[src/rtl/aq_mmu_utlb_refill.sv]
// uTLB miss handler: requests a translation from the jTLB and refills one victim uTLB entry.
// Optional build macro AQ_MMU_UTLB_MISS_CNT_EN enables the saturating miss counter.
module aq_mmu_utlb_refill #(
    parameter int ENTRY_NUM = 8,
    parameter int VPN_WIDTH = 28,
    parameter int FLG_WIDTH = 15,
    parameter int PGS_WIDTH = 3
) (
    input  logic                 mmu_top_clk,
    input  logic                 cpurst_b,
    input  logic                 utlb_req_vld,
    input  logic [VPN_WIDTH-1:0] utlb_req_vpn,
    input  logic [ENTRY_NUM-1:0] utlb_entry_hit,
    input  logic [ENTRY_NUM-1:0] utlb_entry_vld,
    input  logic                 utlb_flush,
    output logic                 utlb_jtlb_req,
    output logic [VPN_WIDTH-1:0] utlb_jtlb_vpn,
    input  logic                 jtlb_utlb_grant,
    input  logic                 jtlb_utlb_resp_vld,
    input  logic                 jtlb_utlb_resp_fault,
    input  logic [VPN_WIDTH-1:0] jtlb_utlb_ppn,
    input  logic [FLG_WIDTH-1:0] jtlb_utlb_flg,
    input  logic [PGS_WIDTH-1:0] jtlb_utlb_pgs,
    input  logic                 jtlb_utlb_mmu_on,
    output logic [ENTRY_NUM-1:0] utlb_entry_upd,
    output logic [VPN_WIDTH-1:0] utlb_upd_vpn,
    output logic [VPN_WIDTH-1:0] utlb_upd_ppn,
    output logic [FLG_WIDTH-1:0] utlb_upd_flg,
    output logic [PGS_WIDTH-1:0] utlb_upd_pgs,
    output logic                 utlb_upd_mmu_on,
    output logic                 utlb_miss_stall,
    output logic                 utlb_fault,
    output logic [15:0]          utlb_miss_cnt
);

    localparam int PTR_W = (ENTRY_NUM > 1) ? $clog2(ENTRY_NUM) : 1;
    localparam logic [PTR_W-1:0] PTR_LAST = PTR_W'(ENTRY_NUM - 1);

    typedef enum logic [1:0] {
        ST_IDLE = 2'd0,
        ST_REQ  = 2'd1,
        ST_WAIT = 2'd2,
        ST_UPD  = 2'd3
    } state_e;

    state_e                 state_q, state_d;
    logic [VPN_WIDTH-1:0]   vpn_q, vpn_d;
    logic                   discard_q, discard_d;
    logic                   fault_q, fault_d;
    logic [VPN_WIDTH-1:0]   ppn_q, ppn_d;
    logic [FLG_WIDTH-1:0]   flg_q, flg_d;
    logic [PGS_WIDTH-1:0]   pgs_q, pgs_d;
    logic                   mmu_on_q, mmu_on_d;
    logic [PTR_W-1:0]       rr_q, rr_d;
    logic                   miss_s;
    logic                   all_vld_s;
    logic [PTR_W-1:0]       victim_s;
    logic [ENTRY_NUM-1:0]   upd_s;

    // Lowest-index invalid entry; only meaningful when at least one entry is free.
    function automatic logic [PTR_W-1:0] first_free(input logic [ENTRY_NUM-1:0] vld);
        logic [PTR_W-1:0] idx;
        idx = '0;
        for (int i = ENTRY_NUM - 1; i >= 0; i--) begin
            if (!vld[i]) begin
                idx = PTR_W'(i);
            end else begin
                idx = idx;
            end
        end
        return idx;
    endfunction

    assign miss_s    = utlb_req_vld && ~|utlb_entry_hit;
    assign all_vld_s = &utlb_entry_vld;
    assign victim_s  = all_vld_s ? rr_q : first_free(utlb_entry_vld);

    // Next-state, refill bookkeeping and update strobe decode.
    always_comb begin
        state_d   = state_q;
        vpn_d     = vpn_q;
        discard_d = discard_q;
        fault_d   = 1'b0;
        ppn_d     = ppn_q;
        flg_d     = flg_q;
        pgs_d     = pgs_q;
        mmu_on_d  = mmu_on_q;
        rr_d      = rr_q;
        upd_s     = '0;
        case (state_q)
            ST_IDLE: begin
                discard_d = 1'b0;
                if (miss_s && !utlb_flush) begin
                    vpn_d   = utlb_req_vpn;
                    state_d = ST_REQ;
                end else begin
                    state_d = ST_IDLE;
                end
            end
            ST_REQ: begin
                if (jtlb_utlb_grant) begin
                    // The jTLB already owns the request, so a flush can only mark it stale.
                    discard_d = utlb_flush;
                    state_d   = ST_WAIT;
                end else if (utlb_flush) begin
                    state_d = ST_IDLE;
                end else begin
                    state_d = ST_REQ;
                end
            end
            ST_WAIT: begin
                if (jtlb_utlb_resp_vld) begin
                    discard_d = 1'b0;
                    if (discard_q || utlb_flush) begin
                        state_d = ST_IDLE;
                    end else if (jtlb_utlb_resp_fault) begin
                        fault_d = 1'b1;
                        state_d = ST_IDLE;
                    end else begin
                        ppn_d    = jtlb_utlb_ppn;
                        flg_d    = jtlb_utlb_flg;
                        pgs_d    = jtlb_utlb_pgs;
                        mmu_on_d = jtlb_utlb_mmu_on;
                        state_d  = ST_UPD;
                    end
                end else if (utlb_flush) begin
                    discard_d = 1'b1;
                end else begin
                    discard_d = discard_q;
                end
            end
            ST_UPD: begin
                state_d = ST_IDLE;
                if (!utlb_flush) begin
                    upd_s[victim_s] = 1'b1;
                    if (all_vld_s) begin
                        rr_d = (rr_q == PTR_LAST) ? '0 : rr_q + PTR_W'(1);
                    end else begin
                        rr_d = rr_q;
                    end
                end else begin
                    upd_s = '0;
                end
            end
            default: begin
                state_d = ST_IDLE;
            end
        endcase
    end

    // State and datapath registers with synchronous active-low reset.
    always_ff @(posedge mmu_top_clk) begin
        if (!cpurst_b) begin
            state_q   <= ST_IDLE;
            vpn_q     <= '0;
            discard_q <= 1'b0;
            fault_q   <= 1'b0;
            ppn_q     <= '0;
            flg_q     <= '0;
            pgs_q     <= '0;
            mmu_on_q  <= 1'b0;
            rr_q      <= '0;
        end else begin
            state_q   <= state_d;
            vpn_q     <= vpn_d;
            discard_q <= discard_d;
            fault_q   <= fault_d;
            ppn_q     <= ppn_d;
            flg_q     <= flg_d;
            pgs_q     <= pgs_d;
            mmu_on_q  <= mmu_on_d;
            rr_q      <= rr_d;
        end
    end

`ifdef AQ_MMU_UTLB_MISS_CNT_EN
    logic [15:0] miss_cnt_q;

    // Saturating count of refills started.
    always_ff @(posedge mmu_top_clk) begin
        if (!cpurst_b) begin
            miss_cnt_q <= 16'h0000;
        end else if ((state_q == ST_IDLE) && (state_d == ST_REQ) && (miss_cnt_q != 16'hFFFF)) begin
            miss_cnt_q <= miss_cnt_q + 16'h0001;
        end else begin
            miss_cnt_q <= miss_cnt_q;
        end
    end

    assign utlb_miss_cnt = miss_cnt_q;
`else
    assign utlb_miss_cnt = 16'h0000;
`endif

    assign utlb_jtlb_req   = (state_q == ST_REQ);
    assign utlb_jtlb_vpn   = vpn_q;
    assign utlb_entry_upd  = upd_s;
    assign utlb_upd_vpn    = vpn_q;
    assign utlb_upd_ppn    = ppn_q;
    assign utlb_upd_flg    = flg_q;
    assign utlb_upd_pgs    = pgs_q;
    assign utlb_upd_mmu_on = mmu_on_q;
    assign utlb_miss_stall = (state_q != ST_IDLE) || miss_s;
    assign utlb_fault      = fault_q;

endmodule
[config.mk]
export PLATFORM = sky130hd
export DESIGN_NAME = aq_mmu_utlb_refill
export DESIGN_NICKNAME = d
export VERILOG_FILES = /design/src/rtl/aq_mmu_utlb_refill.sv
export SDC_FILE = /design/constraint.sdc
export NUM_CORES = 1
export LEC_CHECK = 0
export CELL_PAD_IN_SITES_DETAIL_PLACEMENT = 1
export CELL_PAD_IN_SITES_GLOBAL_PLACEMENT = 1
export CORE_ASPECT_RATIO = 0.9
export CORE_MARGIN = 5
export CORE_UTILIZATION = 23
export DETAILED_ROUTE_END_ITERATION = 6
export GPL_TIMING_DRIVEN = 1
export PLACE_DENSITY_LB_ADDON = 0.1
export SLEW_MARGIN = 20
export SYNTH_ARGS = -nofsm -noshare
export SYNTH_HDL_FRONTEND = slang
export SYNTH_SLANG_ARGS = --single-unit
[constraint.sdc]
create_clock -name mmu_top_clk -period 1.5 [get_ports mmu_top_clk]
set_input_delay 0.3 -clock mmu_top_clk [delete_from_list [all_inputs] [get_ports mmu_top_clk]]
set_output_delay 0.3 -clock mmu_top_clk [all_outputs]
set_load 0.01 [all_outputs]
Word-level counts from Yosys, hierarchy flattened
Cells that the tools add are included.
- add/subtract/negate cells: 1
- order comparisons: 2
- equal/unequal tests: 7
- mux-type cells: 26
- bitwise operators: 6
- reductions and logical operators: 17
- operators by type and width (kind ; count):
    3-bit 2-to-1 mux ; 10
    8-bit 2-to-1 mux ; 2
    10-bit AND reduction ; 1
    2-bit 2-to-1 mux ; 4
    2-bit one-hot mux with 4 select lines ; 1
    8-bit AND reduction ; 1
    8-bit OR reduction ; 1
    1-bit 2-to-1 mux ; 7
    1-bit NOT ; 6
    2-bit == test (second input constant) ; 2
    3-bit by 4-bit < comparator with 1-bit output (second input constant) ; 1
    4-bit AND reduction ; 1
    4-bit OR reduction ; 1
    3-bit by 1-bit adder with 3-bit output (second input constant) ; 1
    1-bit demux with 3-bit select ; 1
    3-bit == test (second input constant) ; 1
    3-bit by 1-bit >= comparator with 1-bit output (second input constant) ; 1
    1-bit logical AND ; 3
    3-bit != test (second input constant) ; 1
    1-bit one-hot mux with 3 select lines ; 1
    3-bit AND reduction ; 1
    3-bit nonzero test ; 1
    2-bit by 1-bit == test with 1-bit output (second input constant) ; 1
    1-bit logical NOT ; 2
    6 further kinds ; 7
- bits in registers: 82
- input port bits: 98
- output and inout bits: 130
- logic and storage cells: 68

Logic depth before layout (Yosys ltp)
- word-level depth: 15
- depth in mapped cells: 8
- depth with buffers taken out: 6

Least setup slack after synthesis
No wires, ideal clock.
- kind: flip-flop to output port
- start: register state_q[0]
- end: output port utlb_entry_upd[7]
- data arrival time: 1.381 ns
- slack: -0.181 ns
- stages on the path, launching flop included: 5
- path buffers: 0
- path through: dfxtp_1 ha_1 nand2b_1 or4_1 a21oi_1
- word-level cells in the longest chain between the ends: 2
- ends and longest elaborated chain (item ; RTL line ; source):
    start, declared ; 46 ; state_e state_q, state_d;
    start signal, assigned ; 164 ; state_q <= state_d;
    2-bit == test ; 90 ; case (state_q)
    8-bit 2-to-1 mux ; 90 ;
    end, declared ; 25 ; output logic [ENTRY_NUM-1:0] utlb_entry_upd,
Every way passes these cells.

Worst setup path after layout
- start: register rr_q[1]
- end: output port utlb_entry_upd[6]
- word-level cells in the longest chain between the ends: 7
- elaborated cells between the ends (all ways): 8
- ends and longest elaborated chain (item ; RTL line ; source):
    start, declared ; 54 ; logic [PTR_W-1:0] rr_q, rr_d;
    start signal, assigned ; 172 ; rr_q <= rr_d;
    3-bit 2-to-1 mux (*) ; 76 ; assign victim_s = all_vld_s ? rr_q : first_free(utlb_entry_vld);
    3-bit by 4-bit < comparator with 1-bit output (implied by the code) / 3-bit by 1-bit >= comparator with 1-bit output (equally long branches) ; 135 ; upd_s[victim_s] = 1'b1;
    1-bit logical AND (implied by the code) ; 135 ;
    1-bit 2-to-1 mux (implied by the code) ; 135 ;
    1-bit demux with 3-bit select (*) ; 135 ;
    8-bit 2-to-1 mux (*) ; 134 ; if (!utlb_flush) begin
    8-bit 2-to-1 mux (*) ; 90 ;
Mark *: on every way between the ends. The rest lies on a longest branch, timed or not.

==> out/metrics.csv <==
metric,value,unit
synth_area_per_cell,8.18,sq um
ys.flop_type,dfxtp_1,
viasPerCell,4.45,
holdCritPathClass,in2reg,
max-vdd-ir-drop,540,uV
synthCells,457,
hp-start,cpurst_b,
nFillCells,1778,
hpwl,9600,um
diodes,0,
max_freq,484,MHz
grt_pass1_wl,23600,um
grt_usage,16.2,%
fin_worst_skew,0.00683,ns
slowest_stage,or4_4,
worst_setup_path_end_kind,output pin,
use_met3,4.91,%
drt_wl_total,15600,um
hold_viol,0,
drc,0,
min_to,utlb_upd_ppn[24]$_SDFFE_PN0P_,
violations,negative setup slack,
syn_to_final_growth,105,%
r2r-start,state_q[0]$_SDFFE_PN0N_,
worstSkewPairLatency,0.35,ns
arrival,1.77,ns
cp-start-kind,register,
synth-seq-cells,82,
rows,44,
rr_worst_depth,10,
synth-edff-count,0,
rrSetupSlack,-0.22,ns
vias,4011,
root_buffer,clkbuf_16,
status,finished with violations,
ctsLongestPathBuffers,2,
wl_per_cell,17.4,um
io_pins,228,
crit_type,reg2out,
cts_tree,yes,
power_density,634,nW/um^2
drt_iter0_markers,86,
synthArstFlopShare,0,%
slew_violations,0,
globalRouteOverflowTotal,0,
grt_setup_unrepaired,true,
routabilityCongestion,0.771,
start_util,23.3,%
final_util,47.6,%
drive_above_1_share,37.3,%
dieArea,18900,sq um
path_cells,nand3b_1 > a31oi_4 > or4_4 > nor3_4 > buf_2,
worstHoldPathCells,2,
finalSetupViolations,87,
final_common_cell,dlygate4sd2_1,
fin_ws,-0.566,ns
antenna_found_initial,0,
cts_buffers,9,
layout_common_cells,"116 x dlygate4sd2_1, 82 x clkdlybuf4s50_1, 79 x dfxtp_1, 58 x nand2_1, 37 x nand2_2",
path_max_fanout,3,
seq_area_frac_synth,43.9,%
met1_usage,19.9,%
cts.clk_slew.worst_paths,0.06,ns
p_leak,3.46,nW
grt_max_degree,45,
layout.nets,796,
dp_slack,-1.19,ns
slowest_delay,0.56,ns
use_met2,27.1,%
h-tree-depth,3,
cts.sinks,82,
period_needed,2.07,ns
ant_nets,0,
yosysUniqueCellTypes,39,
dr.pass1.iters,4,
busiest_layer,met2,
port_buffers,211,
fin_crit_sh,138,%
die_w,144,um
cap_viol_max_count,0,
r2r_end,utlb_upd_ppn[16]$_SDFFE_PN0P_,
syn-cell-area,3740,sq um
core-area,16100,sq um
yosys_warnings,0,
crit_required,1.20,ns
grt_pass1_vias,4289,
die_h,131,um
[registers in the layout, summed over array words and instances (netlist names)]
| signal | count |
|---|---|
| utlb_upd_pgs | 3 |
| rr_q | 3 |
| discard_q | 1 |
| utlb_upd_flg | 15 |
| utlb_jtlb_vpn | 28 |
| utlb_fault | 1 |
| state_q | 2 |
| utlb_upd_mmu_on | 1 |
| utlb_upd_ppn | 28 |
[Yosys cell counts, drive strengths merged (4+ instances only)]
cell type | number | area share (%)
nand2 | 128 | 13
dfxtp | 82 | 44
buf | 61 | 11
a21boi | 48 | 9.6
o21ai | 32 | 4.3
nand3 | 29 | 3.9
clkbuf | 11 | 1.1
nor2b | 7 | 1.2
a21oi | 6 | 0.80
ha | 6 | 2.0
nor3 | 6 | 1.2
nor2 | 5 | 0.50
inv | 4 | 0.40
nand2b | 4 | 0.67
[stage by stage]
| step | hold slack, ns | cells | TNS (ns) | power, W | cell area (sq um) |
|---|---|---|---|---|---|
| after global routing | 0.362 | 901 | -20.81 | 0.00504 | 7650 |
| after CTS | 0.341 | 905 | -18.25 | 0.00491 | 7340 |
| final | 0.358 | 901 | -15.56 | 0.00485 | 7650 |
| after global placement | 0.440 | 853 | -43.70 | 0.00266 | 6080 |
| after floorplan | 0.433 | 472 | -0.382 | 0.00237 | 3850 |
| after detailed placement | 0.446 | 853 | -45.51 | 0.00266 | 6080 |
[per-layer routing]
metal  vias up  part of all wire (%)  wire length [um]
met5         -                     0                 0
met4         0                   1.8               280
met3        16                   6.7              1050
met2       131                    50              7820
met1      1927                    42              6500
li1       1937                     -                 -
[worst max-delay path, delay by kind of cell, from the launching register on]
kind            cells  cell delay (ns)
simple gates        3             0.84
compound gates      1             0.12
buf+inv             1             0.15
flops               1             0.32
[report_power, final]
part / internal (W) / switching (W) / total [W] / leakage, nW
registers: 0.00218 / 0.000000462 / 0.00218 / 0.662
clock network: 0.00130 / 0.000889 / 0.00219 / 0.136
logic: 0.000292 / 0.000190 / 0.000482 / 2.66
[cells by family (layout without fill, tap and decap cells)]
| kind of cell | Yosys count | count (layout) | share of synthesized area, % |
|---|---|---|---|
| other | 1 | 16 | 0.100 |
| buffers and inverters | 76 | 298 | 12.6 |
| and+or+nand+nor | 193 | 193 | 23.4 |
| muxes | 3 | 3 | 0.803 |
| AOI/OAI and AO/OA | 96 | 96 | 17.1 |
| DFF | 82 | 82 | 43.9 |
| adders and majority gates | 6 | 6 | 2.01 |
[area by class of cell]
| class | instances | area, sq um | share of cell area, % |
|---|---|---|---|
| inverter | 4 | 25.0 | 0.327 |
| sequential | 82 | 1650 | 21.5 |
| timing repair buffer | 281 | 2970 | 38.9 |
| clock inverter | 3 | 42.5 | 0.556 |
| tap | 207 | 259 | 3.39 |
| multi-input combinational | 314 | 2460 | 32.2 |
| clock buffer | 10 | 239 | 3.12 |
[how the worst max path moves through the flow]
stage                                  startpoint  cells past startpoint  slack (ns)                 to
after floorplan           state_q[0]$_SDFFE_PN0N_                      4       -0.13  utlb_entry_upd[6]
after global placement          utlb_entry_vld[0]                      6       -1.15  utlb_entry_upd[6]
after detailed placement        utlb_entry_vld[0]                      6       -1.19  utlb_entry_upd[6]
after CTS                    rr_q[1]$_SDFFE_PN0P_                      5       -0.63  utlb_entry_upd[6]
after global routing         rr_q[1]$_SDFFE_PN0P_                      5       -0.65  utlb_entry_upd[6]
final                        rr_q[1]$_SDFFE_PN0P_                      5       -0.57  utlb_entry_upd[6]
[timing repair]
action | CTS | global route
resized for setup | 301 | 108
pin swaps | 129 | 62
hold buffers | 0 | 0
cloned | 17 | 0
buffers inserted | 23 | 5
endpoints found under the setup margin | 192 | 88
Power figures use the tool's default switching activity.
